### src/rtl/conware_pkg.sv
// Shared definitions for the conware row scheduler and its generation core.
// Contents:
//   sched_state_t          - scheduler state encoding
//   clog2_min1()           - counter width helper (never below 1 bit)
//   BEAT_W / ROW_W         - counter widths for the default 32x32 frame
//   COLOUR_ALIVE/DEAD      - pixel colours understood by the core
package conware_pkg;

  typedef enum logic [2:0] {
    IDLE   = 3'd0,
    LOAD   = 3'd1,
    RECIRC = 3'd2,
    EMIT   = 3'd3,
    BYPASS = 3'd4,
    FIN    = 3'd5
  } sched_state_t;

  localparam int DEF_WIDTH  = 32;
  localparam int DEF_HEIGHT = 32;

  // Width of a counter that must hold 0..n-1; a 1-entry range still needs a bit.
  function automatic int clog2_min1(input int n);
    return (n > 1) ? $clog2(n) : 1;
  endfunction

  localparam int BEAT_W = clog2_min1(DEF_WIDTH);
  localparam int ROW_W  = clog2_min1(DEF_HEIGHT);

  localparam logic [31:0] COLOUR_ALIVE = 32'h00FF_FFFF;
  localparam logic [31:0] COLOUR_DEAD  = 32'h0000_0000;

endpackage

### src/rtl/axis_beat_counter.sv
// Beat position counter for one AXI-Stream row transfer.
// Ports:
//   i_clk, i_rst_n  - clock, synchronous active-low reset
//   i_fire          - a beat transferred this cycle
//   i_clear         - force the count back to beat 0
//   o_count         - index of the next beat (0..WIDTH-1)
//   o_last_beat     - next beat is the final beat of the row
import conware_pkg::*;

module axis_beat_counter #(
  parameter int WIDTH = 32,
  parameter int CNT_W = clog2_min1(WIDTH)
) (
  input  logic             i_clk,
  input  logic             i_rst_n,
  input  logic             i_fire,
  input  logic             i_clear,
  output logic [CNT_W-1:0] o_count,
  output logic             o_last_beat
);

  logic [CNT_W-1:0] r_count;
  logic             w_last;

  assign w_last      = (r_count == CNT_W'(WIDTH - 1));
  assign o_count     = r_count;
  assign o_last_beat = w_last;

  // Advance on every transferred beat, wrapping after the last beat of a row.
  always_ff @(posedge i_clk) begin
    if (!i_rst_n) begin
      r_count <= '0;
    end else if (i_clear) begin
      r_count <= '0;
    end else if (i_fire) begin
      r_count <= w_last ? '0 : r_count + CNT_W'(1);
    end else begin
      r_count <= r_count;
    end
  end

endmodule

### src/rtl/conware_row_sched.sv
// Row sequencer around the conware generation core.
// Seed rows arrive on S_AXIS and are loaded into the core on C_AXIS; the core
// result (R_AXIS) is fed back into the core until num_gens generations have
// been applied, then the row goes out on M_AXIS. num_gens == 0 routes S
// straight to M. HEIGHT rows make a frame; done pulses when the frame is out.
// Ports:
//   ACLK, ARESETN          - clock, synchronous active-low reset
//   start, num_gens        - frame launch and generations per row
//   busy, done, err        - frame status; err flags upstream TLAST misplacement
//   S/C/R/M_AXIS_*         - seed in, core in, core out, result out
// Optional build macro CONWARE_SCHED_STATS_EN adds stat_cycles/stat_stalls.
module conware_row_sched
  import conware_pkg::*;
#(
  parameter int DWIDTH   = 32,
  parameter int WIDTH    = 32,
  parameter int HEIGHT   = 32,
  parameter int GEN_BITS = 16
) (
  input  logic                ACLK,
  input  logic                ARESETN,
  input  logic                start,
  input  logic [GEN_BITS-1:0] num_gens,
  output logic                busy,
  output logic                done,
  output logic                err,
  input  logic                S_AXIS_TVALID,
  output logic                S_AXIS_TREADY,
  input  logic [DWIDTH-1:0]   S_AXIS_TDATA,
  input  logic                S_AXIS_TLAST,
  output logic                C_AXIS_TVALID,
  input  logic                C_AXIS_TREADY,
  output logic [DWIDTH-1:0]   C_AXIS_TDATA,
  output logic                C_AXIS_TLAST,
  input  logic                R_AXIS_TVALID,
  output logic                R_AXIS_TREADY,
  input  logic [DWIDTH-1:0]   R_AXIS_TDATA,
  input  logic                R_AXIS_TLAST,
  output logic                M_AXIS_TVALID,
  input  logic                M_AXIS_TREADY,
  output logic [DWIDTH-1:0]   M_AXIS_TDATA,
  output logic                M_AXIS_TLAST
`ifdef CONWARE_SCHED_STATS_EN
  ,
  output logic [31:0]         stat_cycles,
  output logic [31:0]         stat_stalls
`endif
);

  localparam int L_BEAT_W = clog2_min1(WIDTH);
  localparam int L_ROW_W  = clog2_min1(HEIGHT);

  sched_state_t          r_state;
  logic [GEN_BITS-1:0]   r_gens_cfg;
  logic [GEN_BITS-1:0]   r_gen_cnt;
  logic [L_ROW_W-1:0]    r_row_cnt;
  logic                  r_busy;
  logic                  r_done;
  logic                  r_err;

  logic                  w_act_valid;
  logic                  w_act_ready;
  logic                  w_up_last;
  logic                  w_fire;
  logic                  w_last_beat;
  logic                  w_row_end;
  logic                  w_clear;
  logic                  w_last_row;
  logic [L_BEAT_W-1:0]   w_beat_cnt;

  assign busy = r_busy;
  assign done = r_done;
  assign err  = r_err;

  assign w_fire     = w_act_valid & w_act_ready;
  assign w_row_end  = w_fire & w_last_beat;
  assign w_clear    = (r_state == IDLE) || (r_state == FIN);
  assign w_last_row = (r_row_cnt == L_ROW_W'(HEIGHT - 1));

  axis_beat_counter #(
    .WIDTH (WIDTH),
    .CNT_W (L_BEAT_W)
  ) u_beat_cnt (
    .i_clk       (ACLK),
    .i_rst_n     (ARESETN),
    .i_fire      (w_fire),
    .i_clear     (w_clear),
    .o_count     (w_beat_cnt),
    .o_last_beat (w_last_beat)
  );

  // Path routing: the state alone picks source and sink; everything else idles at 0.
  always_comb begin
    S_AXIS_TREADY = 1'b0;
    R_AXIS_TREADY = 1'b0;
    C_AXIS_TVALID = 1'b0;
    C_AXIS_TDATA  = '0;
    C_AXIS_TLAST  = 1'b0;
    M_AXIS_TVALID = 1'b0;
    M_AXIS_TDATA  = '0;
    M_AXIS_TLAST  = 1'b0;
    w_act_valid   = 1'b0;
    w_act_ready   = 1'b0;
    w_up_last     = 1'b0;
    case (r_state)
      LOAD: begin
        C_AXIS_TVALID = S_AXIS_TVALID;
        C_AXIS_TDATA  = S_AXIS_TDATA;
        C_AXIS_TLAST  = w_last_beat;
        S_AXIS_TREADY = C_AXIS_TREADY;
        w_act_valid   = S_AXIS_TVALID;
        w_act_ready   = C_AXIS_TREADY;
        w_up_last     = S_AXIS_TLAST;
      end
      RECIRC: begin
        C_AXIS_TVALID = R_AXIS_TVALID;
        C_AXIS_TDATA  = R_AXIS_TDATA;
        C_AXIS_TLAST  = w_last_beat;
        R_AXIS_TREADY = C_AXIS_TREADY;
        w_act_valid   = R_AXIS_TVALID;
        w_act_ready   = C_AXIS_TREADY;
        w_up_last     = R_AXIS_TLAST;
      end
      EMIT: begin
        M_AXIS_TVALID = R_AXIS_TVALID;
        M_AXIS_TDATA  = R_AXIS_TDATA;
        M_AXIS_TLAST  = w_last_beat;
        R_AXIS_TREADY = M_AXIS_TREADY;
        w_act_valid   = R_AXIS_TVALID;
        w_act_ready   = M_AXIS_TREADY;
        w_up_last     = R_AXIS_TLAST;
      end
      BYPASS: begin
        M_AXIS_TVALID = S_AXIS_TVALID;
        M_AXIS_TDATA  = S_AXIS_TDATA;
        M_AXIS_TLAST  = w_last_beat;
        S_AXIS_TREADY = M_AXIS_TREADY;
        w_act_valid   = S_AXIS_TVALID;
        w_act_ready   = M_AXIS_TREADY;
        w_up_last     = S_AXIS_TLAST;
      end
      default: begin
      end
    endcase
  end

  // Frame sequencer: path changes only on the last beat of a row, so stalls just hold.
  always_ff @(posedge ACLK) begin
    if (!ARESETN) begin
      r_state    <= IDLE;
      r_gens_cfg <= '0;
      r_gen_cnt  <= '0;
      r_row_cnt  <= '0;
      r_busy     <= 1'b0;
      r_done     <= 1'b0;
      r_err      <= 1'b0;
    end else begin
      r_done <= 1'b0;
      // Upstream framing is only checked, never trusted; the beat still goes through.
      if (w_fire && (w_up_last != (w_beat_cnt == L_BEAT_W'(WIDTH - 1)))) begin
        r_err <= 1'b1;
      end
      case (r_state)
        IDLE: begin
          if (start) begin
            r_gens_cfg <= num_gens;
            r_gen_cnt  <= '0;
            r_row_cnt  <= '0;
            r_busy     <= 1'b1;
            r_err      <= 1'b0;
            r_state    <= (num_gens != '0) ? LOAD : BYPASS;
          end
        end
        LOAD: begin
          if (w_row_end) begin
            r_gen_cnt <= GEN_BITS'(1);
            r_state   <= (r_gens_cfg > GEN_BITS'(1)) ? RECIRC : EMIT;
          end
        end
        RECIRC: begin
          if (w_row_end) begin
            r_gen_cnt <= r_gen_cnt + GEN_BITS'(1);
            // The pass that is finishing now is generation r_gen_cnt+1.
            if (r_gen_cnt == r_gens_cfg - GEN_BITS'(1)) begin
              r_state <= EMIT;
            end
          end
        end
        EMIT, BYPASS: begin
          if (w_row_end) begin
            r_row_cnt <= r_row_cnt + L_ROW_W'(1);
            if (w_last_row) begin
              r_state <= FIN;
              r_done  <= 1'b1;
            end else begin
              r_state <= (r_state == EMIT) ? LOAD : BYPASS;
            end
          end
        end
        FIN: begin
          r_busy  <= 1'b0;
          r_state <= IDLE;
        end
        default: begin
          r_state <= IDLE;
        end
      endcase
    end
  end

`ifdef CONWARE_SCHED_STATS_EN
  logic [31:0] r_stat_cycles;
  logic [31:0] r_stat_stalls;

  assign stat_cycles = r_stat_cycles;
  assign stat_stalls = r_stat_stalls;

  // Frame statistics: cleared by an accepted start, frozen once the frame reaches FIN.
  always_ff @(posedge ACLK) begin
    if (!ARESETN) begin
      r_stat_cycles <= 32'd0;
      r_stat_stalls <= 32'd0;
    end else if ((r_state == IDLE) && start) begin
      r_stat_cycles <= 32'd0;
      r_stat_stalls <= 32'd0;
    end else if (r_busy && (r_state != FIN)) begin
      if (r_stat_cycles != 32'hFFFF_FFFF) begin
        r_stat_cycles <= r_stat_cycles + 32'd1;
      end
      if (w_act_valid && !w_act_ready && (r_stat_stalls != 32'hFFFF_FFFF)) begin
        r_stat_stalls <= r_stat_stalls + 32'd1;
      end
    end else begin
      r_stat_cycles <= r_stat_cycles;
      r_stat_stalls <= r_stat_stalls;
    end
  end
`endif

endmodule

### config.mk
export PLATFORM = sky130hd
export DESIGN_NAME = conware_row_sched
export DESIGN_NICKNAME = d
export VERILOG_FILES = /design/src/rtl/conware_pkg.sv /design/src/rtl/axis_beat_counter.sv /design/src/rtl/conware_row_sched.sv
export SDC_FILE = /design/constraint.sdc
export NUM_CORES = 1
export LEC_CHECK = 0
export ABC_CLOCK_PERIOD_IN_PS = 6900
export BUFFER_PORTS_ARGS = -buffer_cell sky130_fd_sc_hd__buf_2
export CORE_ASPECT_RATIO = 2
export CORE_MARGIN = 2
export CORE_UTILIZATION = 25
export DETAILED_ROUTE_END_ITERATION = 8
export GPL_TIMING_DRIVEN = 0
export RECOVER_POWER = 100
export SLEW_MARGIN = 30
export SYNTH_ARGS = -nofsm -noshare
export SYNTH_HDL_FRONTEND = slang
export SYNTH_SLANG_ARGS = --single-unit
### constraint.sdc
create_clock -name ACLK -period 6.9 [get_ports ACLK]
set_input_delay 1.38 -clock ACLK [delete_from_list [all_inputs] [get_ports ACLK]]
set_output_delay 1.38 -clock ACLK [all_outputs]
set_load 0.01 [all_outputs]
# Yosys cells after proc, flatten, opt, wreduce, memory -nomap -nowiden
# Cells that the tools add are included.
# op_classes
add_sub_neg,4
n_lt_le_gt_ge,1
n_eq_ne,14
mux,35
n_bitwise,3
n_reduce_logical,18
# ops
cell,count
case mux 32 bit (2 select lines),2
two-way mux 16 bit,3
case mux 16 bit (3 select lines),1
two-way mux 3 bit,8
"adder 16 x 1 -> 16 bit, second input constant",1
equality test 16 bit,1
"> comparator 16 x 1 -> 1 bit, second input constant",1
case mux 1 bit (2 select lines),8
nonzero test 16 bit,1
"subtractor 16 x 1 -> 16 bit, second input constant",1
two-way mux 5 bit,3
case mux 3 bit (4 select lines),1
"adder 5 x 1 -> 5 bit, second input constant",2
"equality test 5 bit, second input constant",2
case mux 5 bit (2 select lines),1
OR reduction 2 bit,5
two-way mux 1 bit,8
"inequality test 2 bit, second input constant",4
"equality test 3 x 2 -> 1 bit, second input constant",2
"equality test 3 bit, second input constant",2
AND reduction 3 bit,2
AND reduction 5 bit,1
AND reduction 2 bit,2
AND reduction 4 bit,1
other kinds (10),12
# word_totals
register_bits,48
input_bits,89
output_inout_bits,73
wordCells,83

# Longest topological paths before layout
# Gate-level depths: netlist (run 1).
# logic_depth
word_depth,8
depth_mapped,10
mapped_depth_nobuf,10

# Hierarchy
# A second synthesis (run 1) with hierarchy kept.
# hier_totals
cells_unflattened,453
area_unflattened_um2,3666.0
# by_module_without_submodules
mod,n_inst,cells_per_inst,area_each_um2,seq_area_each_um2
conware_row_sched,1,430,3410.8,860.8
axis_beat_counter,1,23,255.2,100.1

# Worst setup path after synthesis (run 1)
# OpenSTA, ideal clock, no wires.
# synth_path
path_type,register -> output
startpoint,register r_state[1]
endpoint,output port M_AXIS_TDATA[0]
arrival_ns,1.805
required_time_ns,5.520
slack_ns,3.715
stages_incl_launch_ff,5
path_buffers,2
cell_sequence,dfxtp_1 -> clkbuf_1 -> nor3b_1 -> clkbuf_1 -> a22o_1
# synth_via
elab_chain_len,2
elab_cells_between_ends,3
classes_between,2 x eq/ne; 1 x mux
# synth_rtl
item,line,text
from (decl),conware_row_sched.sv:53,sched_state_t r_state;
from (signal assigned),conware_row_sched.sv:171,r_state <= (num_gens != '0) ? LOAD : BYPASS;
from (signal assigned),conware_row_sched.sv:177,r_state <= (r_gens_cfg > GEN_BITS'(1)) ? RECIRC : EMIT;
from (signal assigned),conware_row_sched.sv:196,r_state <= (r_state == EMIT) ? LOAD : BYPASS;
equality test 3 bit / equality test 3 x 2 -> 1 bit (equally long branches),conware_row_sched.sv:105,case (r_state)
case mux 32 bit (2 select lines) (*),conware_row_sched.sv:105,
to (decl),conware_row_sched.sv:41,"output logic [DWIDTH-1:0] M_AXIS_TDATA,"
# Mark *: on every way between the ends. The rest lies on a longest branch, timed or not.

# Final worst setup path (run 1)
# layout_path
startpoint,register r_state[1]
endpoint,output port M_AXIS_TDATA[14]
# The elaborated chain is that of the path after synthesis.

==> impl_table.tex, run 1 <==
\begin{tabular}{lr}
\hline
Metric & Value \\
\hline
\multicolumn{2}{l}{\textbf{Clock tree}} \\
\quad Number of buffers between clock root and the deepest sink & 2 \\
\quad Clock network latency to the later pin of the worst-skew pair & 0.30 ns \\
\quad Hold bufs inserted after CTS & 0 \\
\quad Sink count of the clock tree & 48 \\
\quad Clock tree from TritonCTS & yes \\
\quad Worst-path clk slew & 0.07 ns \\
\quad Cts bufs inserted & 5 \\
\quad Clock root buffer & sky130\_fd\_sc\_hd\_\_clkbuf\_16 \\
\quad CTS resizes & 0 \\
\quad Htree depth & 2 \\
\quad Post-CTS Setup Bufs & 0 \\
\multicolumn{2}{l}{\textbf{Worst setup path}} \\
\quad Data arrival time of the critical path & 2.95 ns \\
\quad CP startpoint kind & flip-flop \\
\quad Required time of the critical path & 5.52 ns \\
\quad Worst setup path class & reg2out \\
\quad Nature of the critical path endpoint & output port \\
\quad R2R cell count & 10 \\
\quad Worst Path Max Fanout & 10 \\
\multicolumn{2}{l}{\textbf{Timing}} \\
\quad Peak Freq & 0.231 GHz \\
\quad Summed negative setup slack over all endpoints & 0 ns \\
\quad Slew Limit Headroom & 22.6\% \\
\quad Final Max Tran Viols & 0 \\
\quad Period Utilization, post-route & 62.7\% \\
\quad Final Hold Slack & 0.468 ns \\
\quad Unrepaired setup endpoints after global routing & false \\
\quad Number of endpoints failing setup at the final stage & 0 \\
\quad Skew final & 0.00728 ns \\
\quad Final number of hold-violating endpoints & 0 \\
\quad Worst-margin pin slew & 1.16 ns \\
\quad Time the worst path needs with I/O delays and setup & 4.33 ns \\
\multicolumn{2}{l}{\textbf{Power}} \\
\quad Maximum vdd ir drop & 0.0000884 V \\
\quad Leakage power figure & 1.81 nW \\
\quad Pwr dens & 157 nW/um\^{}2 \\
\quad Total chip power & 0.731 mW \\
\multicolumn{2}{l}{\textbf{Place}} \\
\quad Buffers added on ports & 161 \\
\quad Sum of net half-perimeters after detailed placement & 12,600 microns \\
\quad Placement-stage cell area & 4610 sq um \\
\quad Global placement routability congestion & 0.863 \\
\multicolumn{2}{l}{\textbf{Hold path}} \\
\quad Worst hold-check path type & reg2reg \\
\quad Worst hold path stage count & 2 \\
\multicolumn{2}{l}{\textbf{Yosys}} \\
\quad Mapped Cells & 443 \\
\quad Number of flops mapped to enable cells by yosys & 0 \\
\quad Total of warnings raised by yosys & 0 \\
\quad Proportion of synthesized chip area in sequential cells & 27.0\% \\
\quad Syn Nets & 539 \\
\quad Area of the mapped netlist & 3560 sq um \\
\quad Syn Area/Cell & 8.04 sq um \\
\quad Synth Register Bits & 48 \\
\quad Post-synth top flop & sky130\_fd\_sc\_hd\_\_dfxtp\_1 \\
\quad Number of distinct library cells after synthesis & 55 \\
\quad Share of synthesized registers carrying an async set or reset & 0\% \\
\multicolumn{2}{l}{\textbf{Cells and area}} \\
\quad Area growth from synthesis to layout & 30.6\% \\
\quad Antenna Diode Count & 0 \\
\quad Number of nets in the finished design & 707 \\
\quad Final Core Density & 33.5\% \\
\quad Number of filler cells placed in the layout & 1,595 \\
\quad Layout cells sized above 1 & 17.5\% \\
\quad Finished layout cell area & 4650 sq um \\
\multicolumn{2}{l}{\textbf{Global routing}} \\
\quad Total global routing overflow & 0 \\
\quad Number of global-route vias before repair & 4,464 \\
\quad Pin count of the biggest net entering global routing & 14 \\
\quad Antenna violations before repair & 0 \\
\quad Global Route Usage Sum & 19.6\% \\
\quad Global-route wire length before repair & 22,700 microns \\
\multicolumn{2}{l}{\textbf{Die}} \\
\quad Horiz. Die Dim & 88.4 microns \\
\quad Placeable core region & 13,900 sq um \\
\quad Effective utilization at floorplan & 25.6\% \\
\quad I/O pin total & 162 \\
\quad Die Height & 173 microns \\
\quad Num rows & 61 \\
\quad Die footprint & 15,300 sq um \\
\multicolumn{2}{l}{\textbf{Drt}} \\
\quad First-iteration detailed-routing DRC count & 156 \\
\quad Per-cell via count in the routed design & 5.24 \\
\quad First-pass iteration count of the detailed router & 4 \\
\quad Routed via count & 4,195 \\
\quad WL final & 14,900 microns \\
\quad Count of nets left with antenna violations after detail routing & 0 \\
\quad Remaining routing DRC violations & 0 \\
\quad Detail-routed net length per standard cell & 18.5 microns \\
\multicolumn{2}{l}{\textbf{Run}} \\
\quad Max Cap Viol & 0 \\
\multicolumn{2}{l}{\textbf{Status}} \\
\quad Run status & finished clean \\
\hline
\end{tabular}
## flip-flops by register name, summed over array words and instances, names as in the netlist
register and cells:
r_gen_cnt 16, r_gens_cfg 16, r_row_cnt 5, u_beat_cnt.o_count 5
r_state 3, busy 1, done 1, err 1
## layout by cell type (no fill, tap or decap), drive strengths merged, types with 12 or more instances in the layout
master,instances
buf,93
nor2,35
a21boi,16
xnor2,27
nand3,19
dfxtp,48
o21ai,12
nor4,13
nand2,52
clkbuf,108
a21oi,15
a22o,68
## report_power, final
part	total (mW)	switching [mW]	internal (mW)
Clock	0.251	0.107	0.145
Sequential	0.296	0.0112	0.285
Combinational	0.183	0.108	0.0753
Total	0.731	0.226	0.505
## final timing paths
path         slack, ns               end    startpoint
min reg2reg       0.47      r_row_cnt[4]  r_row_cnt[4]
min               0.47      r_row_cnt[4]  r_row_cnt[4]
max               2.57  M_AXIS_TDATA[14]    r_state[1]
max reg2reg       3.41     r_gen_cnt[10]    r_state[0]
## cells in the mapped netlist (3+ instances only)
library cell	n	share of area [%]
sky130_fd_sc_hd__nand2b_1	4	0.70
sky130_fd_sc_hd__and2_1	7	1.2
sky130_fd_sc_hd__nand3b_1	3	0.63
sky130_fd_sc_hd__nand2_1	52	5.5
sky130_fd_sc_hd__xnor2_1	27	6.6
sky130_fd_sc_hd__nor3b_1	8	1.7
sky130_fd_sc_hd__nor2b_1	4	0.70
sky130_fd_sc_hd__a211oi_1	3	0.63
sky130_fd_sc_hd__xor2_1	8	2.0
sky130_fd_sc_hd__nor3_1	6	0.84
sky130_fd_sc_hd__and3_1	8	1.4
sky130_fd_sc_hd__dfxtp_1	48	27
sky130_fd_sc_hd__nand3_1	19	2.7
sky130_fd_sc_hd__clkbuf_1	24	2.5
sky130_fd_sc_hd__nor4_4	3	1.8
sky130_fd_sc_hd__mux2i_1	5	1.4
sky130_fd_sc_hd__inv_1	6	0.63
sky130_fd_sc_hd__a22oi_1	4	0.84
sky130_fd_sc_hd__nor2_1	34	3.6
sky130_fd_sc_hd__nor4_1	10	1.8
sky130_fd_sc_hd__o21ai_0	11	1.5
sky130_fd_sc_hd__a22o_1	68	17
sky130_fd_sc_hd__ha_1	7	2.5
sky130_fd_sc_hd__a21oi_1	15	2.1
sky130_fd_sc_hd__a21boi_0	16	3.4
sky130_fd_sc_hd__nand4_1	3	0.53
sky130_fd_sc_hd__buf_1	3	0.32
## metal layers
metal / vias to the layer above / global-route usage [%] / share of wire, %
li1: 1980 / - / -
met1: 1958 / 18.0 / 33
met2: 212 / 38.4 / 56
met3: 45 / 2.48 / 5.8
met4: 0 / 11.5 / 5.4
met5: - / 0 / 0
## layout make-up
cell class,instances,area [sq um],area share [%]
tap,189,236,5.09
inverter,6,22.5,0.484
sequential,48,961,20.7
multi-input combinational,357,2430,52.2
timing repair buffer,161,714,15.4
clock buffer,8,146,3.15
buffer,32,140,3.01
## kinds of logic (layout without fill, tap and decap cells)
family | Yosys count | count (layout) | share of synthesized area, %
DFF | 48 | 48 | 27.0
adders and majority gates | 7 | 7 | 2.46
and+or+nand+nor | 175 | 175 | 26.3
buffers and inverters | 38 | 207 | 4.60
muxes | 6 | 6 | 1.72
AOI/OAI and AO/OA | 134 | 134 | 29.3
xor gates and xnor gates | 35 | 35 | 8.61
## metrics by stage
step           instances  worst slack (ns)
2_1_floorplan        443              3.72
4_1_cts              801              2.89
5_1_grt              801              2.31
3_5_place_dp         793              3.06
3_3_place_gp         793              2.91
6_report             801              2.57
## critical path, stage by stage, from the launching register on
cell and delay, ns:
sky130_fd_sc_hd__dfxtp_1 0.36, sky130_fd_sc_hd__clkbuf_1 0.37, sky130_fd_sc_hd__nor3b_1 0.98, sky130_fd_sc_hd__clkbuf_1 0.51, sky130_fd_sc_hd__a22o_1 0.27, sky130_fd_sc_hd__clkbuf_1 0.16
Note: power is estimated with default switching activity, not from simulation.
==> run 2: changes to the inputs <==
- ABC_CLOCK_PERIOD_IN_PS: 6900 -> 3900
- clock period: 6.9 -> 3.9 ns (I/O delays scaled with it)
==> run 2 against run 1 <==
Clock power increased by 77%. Via count fell by 0.31%. Count of clock-buffer cells in the layout stayed put. Die area unchanged. Critical endpoint unchanged. Cell area increased by 0.27%. Critical path type unchanged. Global-route usage did not move. Utilization up 0.090 points. Combinational power up 77%.
==> impl_table.tex, run 2 (synthesis results as in run 1) <==
\begin{tabular}{lr}
\hline
Metric & Value \\
\hline
\multicolumn{2}{l}{\textbf{Worst setup path}} \\
\quad Ordered list of cells on the worst path & clkbuf\_1, nor2\_1, and2\_0, clkbuf\_1, clkbuf\_1, a22o\_1, clkbuf\_1 (was clkbuf\_1, nor3b\_1, clkbuf\_1, a22o\_1, clkbuf\_1) \\
\quad Worst setup path end & M\_AXIS\_TDATA[14] (unchanged) \\
\quad Launch instance of the worst register-to-register path & r\_state[0] (unchanged) \\
\quad Beginning of the critical path & r\_state[0] (was r\_state[1]) \\
\quad Biggest cell delay along the critical path & 0.48 ns (was 0.98 ns) \\
\quad Master of the slowest instance on the critical path & sky130\_fd\_sc\_hd\_\_clkbuf\_1 (was sky130\_fd\_sc\_hd\_\_nor3b\_1) \\
\quad CP startpoint kind & flip-flop (unchanged) \\
\quad R2R cell count & 10 (unchanged) \\
\quad Number of cells on the critical path & 7 (was 5) \\
\quad Worst setup path class & reg2out (unchanged) \\
\quad Most used cell along the critical path & sky130\_fd\_sc\_hd\_\_clkbuf\_1 (unchanged) \\
\quad Required time of the critical path & 3.12 ns (was 5.52 ns) \\
\quad Critical path buffers and inverters & 4 (was 3) \\
\quad Data arrival time of the critical path & 2.69 ns (was 2.95 ns) \\
\quad Dominant delay contributor by cell family on the critical path & buffers and inverters (unchanged) \\
\quad R2R Path End & r\_gen\_cnt[7] (was r\_gen\_cnt[10]) \\
\quad Nature of the critical path endpoint & output port (unchanged) \\
\quad R2R Setup Slk & 0.65 ns (was 3.41 ns) \\
\quad Worst Path Max Fanout & 10 (unchanged) \\
\multicolumn{2}{l}{\textbf{Cells and area}} \\
\quad Antenna Diode Count & 0 (unchanged) \\
\quad Post-layout instance count excluding filler cells & 801 (unchanged) \\
\quad Commonest cells after routing, fill and taps aside & sky130\_fd\_sc\_hd\_\_clkbuf\_1, sky130\_fd\_sc\_hd\_\_buf\_2, sky130\_fd\_sc\_hd\_\_a22o\_1, sky130\_fd\_sc\_hd\_\_nand2\_1, sky130\_fd\_sc\_hd\_\_dfxtp\_1 (unchanged) \\
\quad Layout cells sized above 1 & 18.0\% (was 17.5\%) \\
\quad Finished layout cell area & 4660 sq um (was 4650 sq um) \\
\quad Most frequent standard cell in the layout excluding fill and tap cells & sky130\_fd\_sc\_hd\_\_clkbuf\_1 (unchanged) \\
\quad Final Core Density & 33.6\% (was 33.5\%) \\
\quad Number of nets in the finished design & 707 (unchanged) \\
\quad Top flop regs & r\_gen\_cnt (16), r\_gens\_cfg (16) (unchanged) \\
\quad Area growth from synthesis to layout & 30.9\% (was 30.6\%) \\
\multicolumn{2}{l}{\textbf{Drt}} \\
\quad Detail-routed net length per standard cell & 18.5 microns (about the same) \\
\quad Routed via count & 4,182 (was 4,195) \\
\quad First-pass iteration count of the detailed router & 4 (unchanged) \\
\quad WL final & 14,800 microns (was 14,900 microns) \\
\quad Count of nets left with antenna violations after detail routing & 0 (unchanged) \\
\quad First-iteration detailed-routing DRC count & 143 (was 156) \\
\quad Per-cell via count in the routed design & 5.22 (was 5.24) \\
\quad Remaining routing DRC violations & 0 (unchanged) \\
\multicolumn{2}{l}{\textbf{Power}} \\
\quad Power share of the sequential group & 40.5\% (about the same) \\
\quad Clock share of power & 34.4\% (about the same) \\
\quad Switching share of power & 30.9\% (about the same) \\
\quad Maximum vdd ir drop & 0.000158 V (was 0.0000884 V) \\
\quad Pwr dens & 277 nW/um\^{}2 (was 157 nW/um\^{}2) \\
\quad Internal Power & 0.894 mW (was 0.505 mW) \\
\quad Sw Pwr & 0.399 mW (was 0.226 mW) \\
\quad Share of total power in combinational logic & 25.1\% (was 25.0\%) \\
\quad Leakage power figure & 1.81 nW (about the same) \\
\multicolumn{2}{l}{\textbf{Clock tree}} \\
\quad CTS resizes & 0 (unchanged) \\
\quad Cts bufs inserted & 5 (unchanged) \\
\quad Worst-path clk slew & 0.07 ns (about the same) \\
\quad Hold bufs inserted after CTS & 0 (unchanged) \\
\quad Htree depth & 2 (unchanged) \\
\quad Post-CTS Setup Bufs & 0 (unchanged) \\
\quad Clock tree from TritonCTS & yes (unchanged) \\
\quad Number of buffers between clock root and the deepest sink & 2 (unchanged) \\
\quad Clock network latency to the later pin of the worst-skew pair & 0.29 ns (was 0.30 ns) \\
\quad Sink count of the clock tree & 48 (unchanged) \\
\quad Clock root buffer & sky130\_fd\_sc\_hd\_\_clkbuf\_16 (unchanged) \\
\multicolumn{2}{l}{\textbf{Die}} \\
\quad Effective utilization at floorplan & 25.6\% (unchanged) \\
\quad Num rows & 61 (unchanged) \\
\quad Placeable core region & 13,900 sq um (unchanged) \\
\quad Horiz. Die Dim & 88.4 microns (unchanged) \\
\quad I/O pin total & 162 (unchanged) \\
\quad Die Height & 173 microns (unchanged) \\
\quad Die footprint & 15,300 sq um (unchanged) \\
\multicolumn{2}{l}{\textbf{Place}} \\
\quad Buffers added on ports & 161 (unchanged) \\
\quad Global placement routability congestion & 0.863 (unchanged) \\
\quad Placement-stage cell area & 4610 sq um (unchanged) \\
\quad Number of cells in the design after placement & 793 (unchanged) \\
\quad Sum of net half-perimeters after detailed placement & 12,600 microns (unchanged) \\
\multicolumn{2}{l}{\textbf{Hold path}} \\
\quad Hold Startpoint & r\_row\_cnt[4] (unchanged) \\
\quad Worst hold path stage count & 2 (unchanged) \\
\quad Worst hold-check path type & reg2reg (unchanged) \\
\multicolumn{2}{l}{\textbf{Global routing}} \\
\quad Pin count of the biggest net entering global routing & 14 (unchanged) \\
\quad Total global routing overflow & 0 (unchanged) \\
\quad Global-route wire length before repair & 22,700 microns (unchanged) \\
\quad Antenna violations before repair & 0 (unchanged) \\
\quad Number of global-route vias before repair & 4,464 (unchanged) \\
\quad Global Route Usage Sum & 19.6\% (unchanged) \\
\multicolumn{2}{l}{\textbf{Timing}} \\
\quad Slew Limit Headroom & 48.4\% (was 22.6\%) \\
\quad Time the worst path needs with I/O delays and setup & 3.47 ns \\
\quad Period Utilization, post-route & 89.1\% \\
\quad Final Max Tran Viols & 0 (unchanged) \\
\quad Skew final & 0.00666 ns (was 0.00728 ns) \\
\quad Peak Freq & 0.288 GHz \\
\quad Summed negative setup slack over all endpoints & 0 ns (unchanged) \\
\quad Unrepaired setup endpoints after global routing & false (unchanged) \\
\quad Final Hold Slack & 0.468 ns (about the same) \\
\quad Worst-margin pin slew & 0.767 ns (was 1.16 ns) \\
\quad Final number of hold-violating endpoints & 0 (unchanged) \\
\quad Number of endpoints failing setup at the final stage & 0 (unchanged) \\
\multicolumn{2}{l}{\textbf{Status}} \\
\quad Run status & finished clean (unchanged) \\
\multicolumn{2}{l}{\textbf{Run}} \\
\quad Max Cap Viol & 0 (unchanged) \\
\hline
\end{tabular}
==> run 2: layout make-up <==
| class | instances | area (sq um) |
|---|---|---|
| Fill cell | 1596 | 9230 |
| Multi-Input combinational cell | 357 | 2440 |
| Sequential cell | 48 | 961 |
| Timing Repair Buffer | 161 | 716 |
| Tap cell | 189 | 236 |
| Clock buffer | 8 | 146 |
| Buffer | 32 | 139 |
| Inverter | 6 | 22.5 |
==> run 2: per-layer routing <==
metal	global-route usage, %	part of all wire, %
met1	18.0	33
met2	38.4	56
met5	0	0
met4	11.5	5.4
met3	2.48	6.0
==> run 2: stage by stage <==
stage / worst slack (ns) / total power, mW
2_1_floorplan: 1.32 / 0.719
3_3_place_gp: 0.510 / 0.865
3_5_place_dp: 0.659 / 0.866
4_1_cts: 0.493 / 1.31
5_1_grt: 0.250 / 1.35
6_report: 0.427 / 1.29
==> run 2: how the worst min path moves through the flow <==
stage	endpoint	slack, ns
final	r_row_cnt[4]	0.47
after global routing	r_row_cnt[4]	0.51
after CTS	r_row_cnt[4]	0.47
after detailed placement	r_row_cnt[4]	0.46
after global placement	r_row_cnt[4]	0.45
after floorplan	r_row_cnt[4]	0.44
==> run 2: power by group through the flow <==
stage               clock (mW)  combinational (mW)  sequential [mW]
global route             0.466               0.355            0.526
detailed placement           0               0.330            0.536
global placement             0               0.330            0.535
floorplan                    0               0.190            0.529
finish                   0.444               0.324            0.524
CTS                      0.449               0.332            0.525
==> run 2: worst register-to-register path, delay by kind of cell (launching register included) <==
kind / cells / cell delay (ns)
buf+inv: 3 / 1.12
compound gates: 4 / 0.91
flops: 1 / 0.31
simple gates: 3 / 0.77
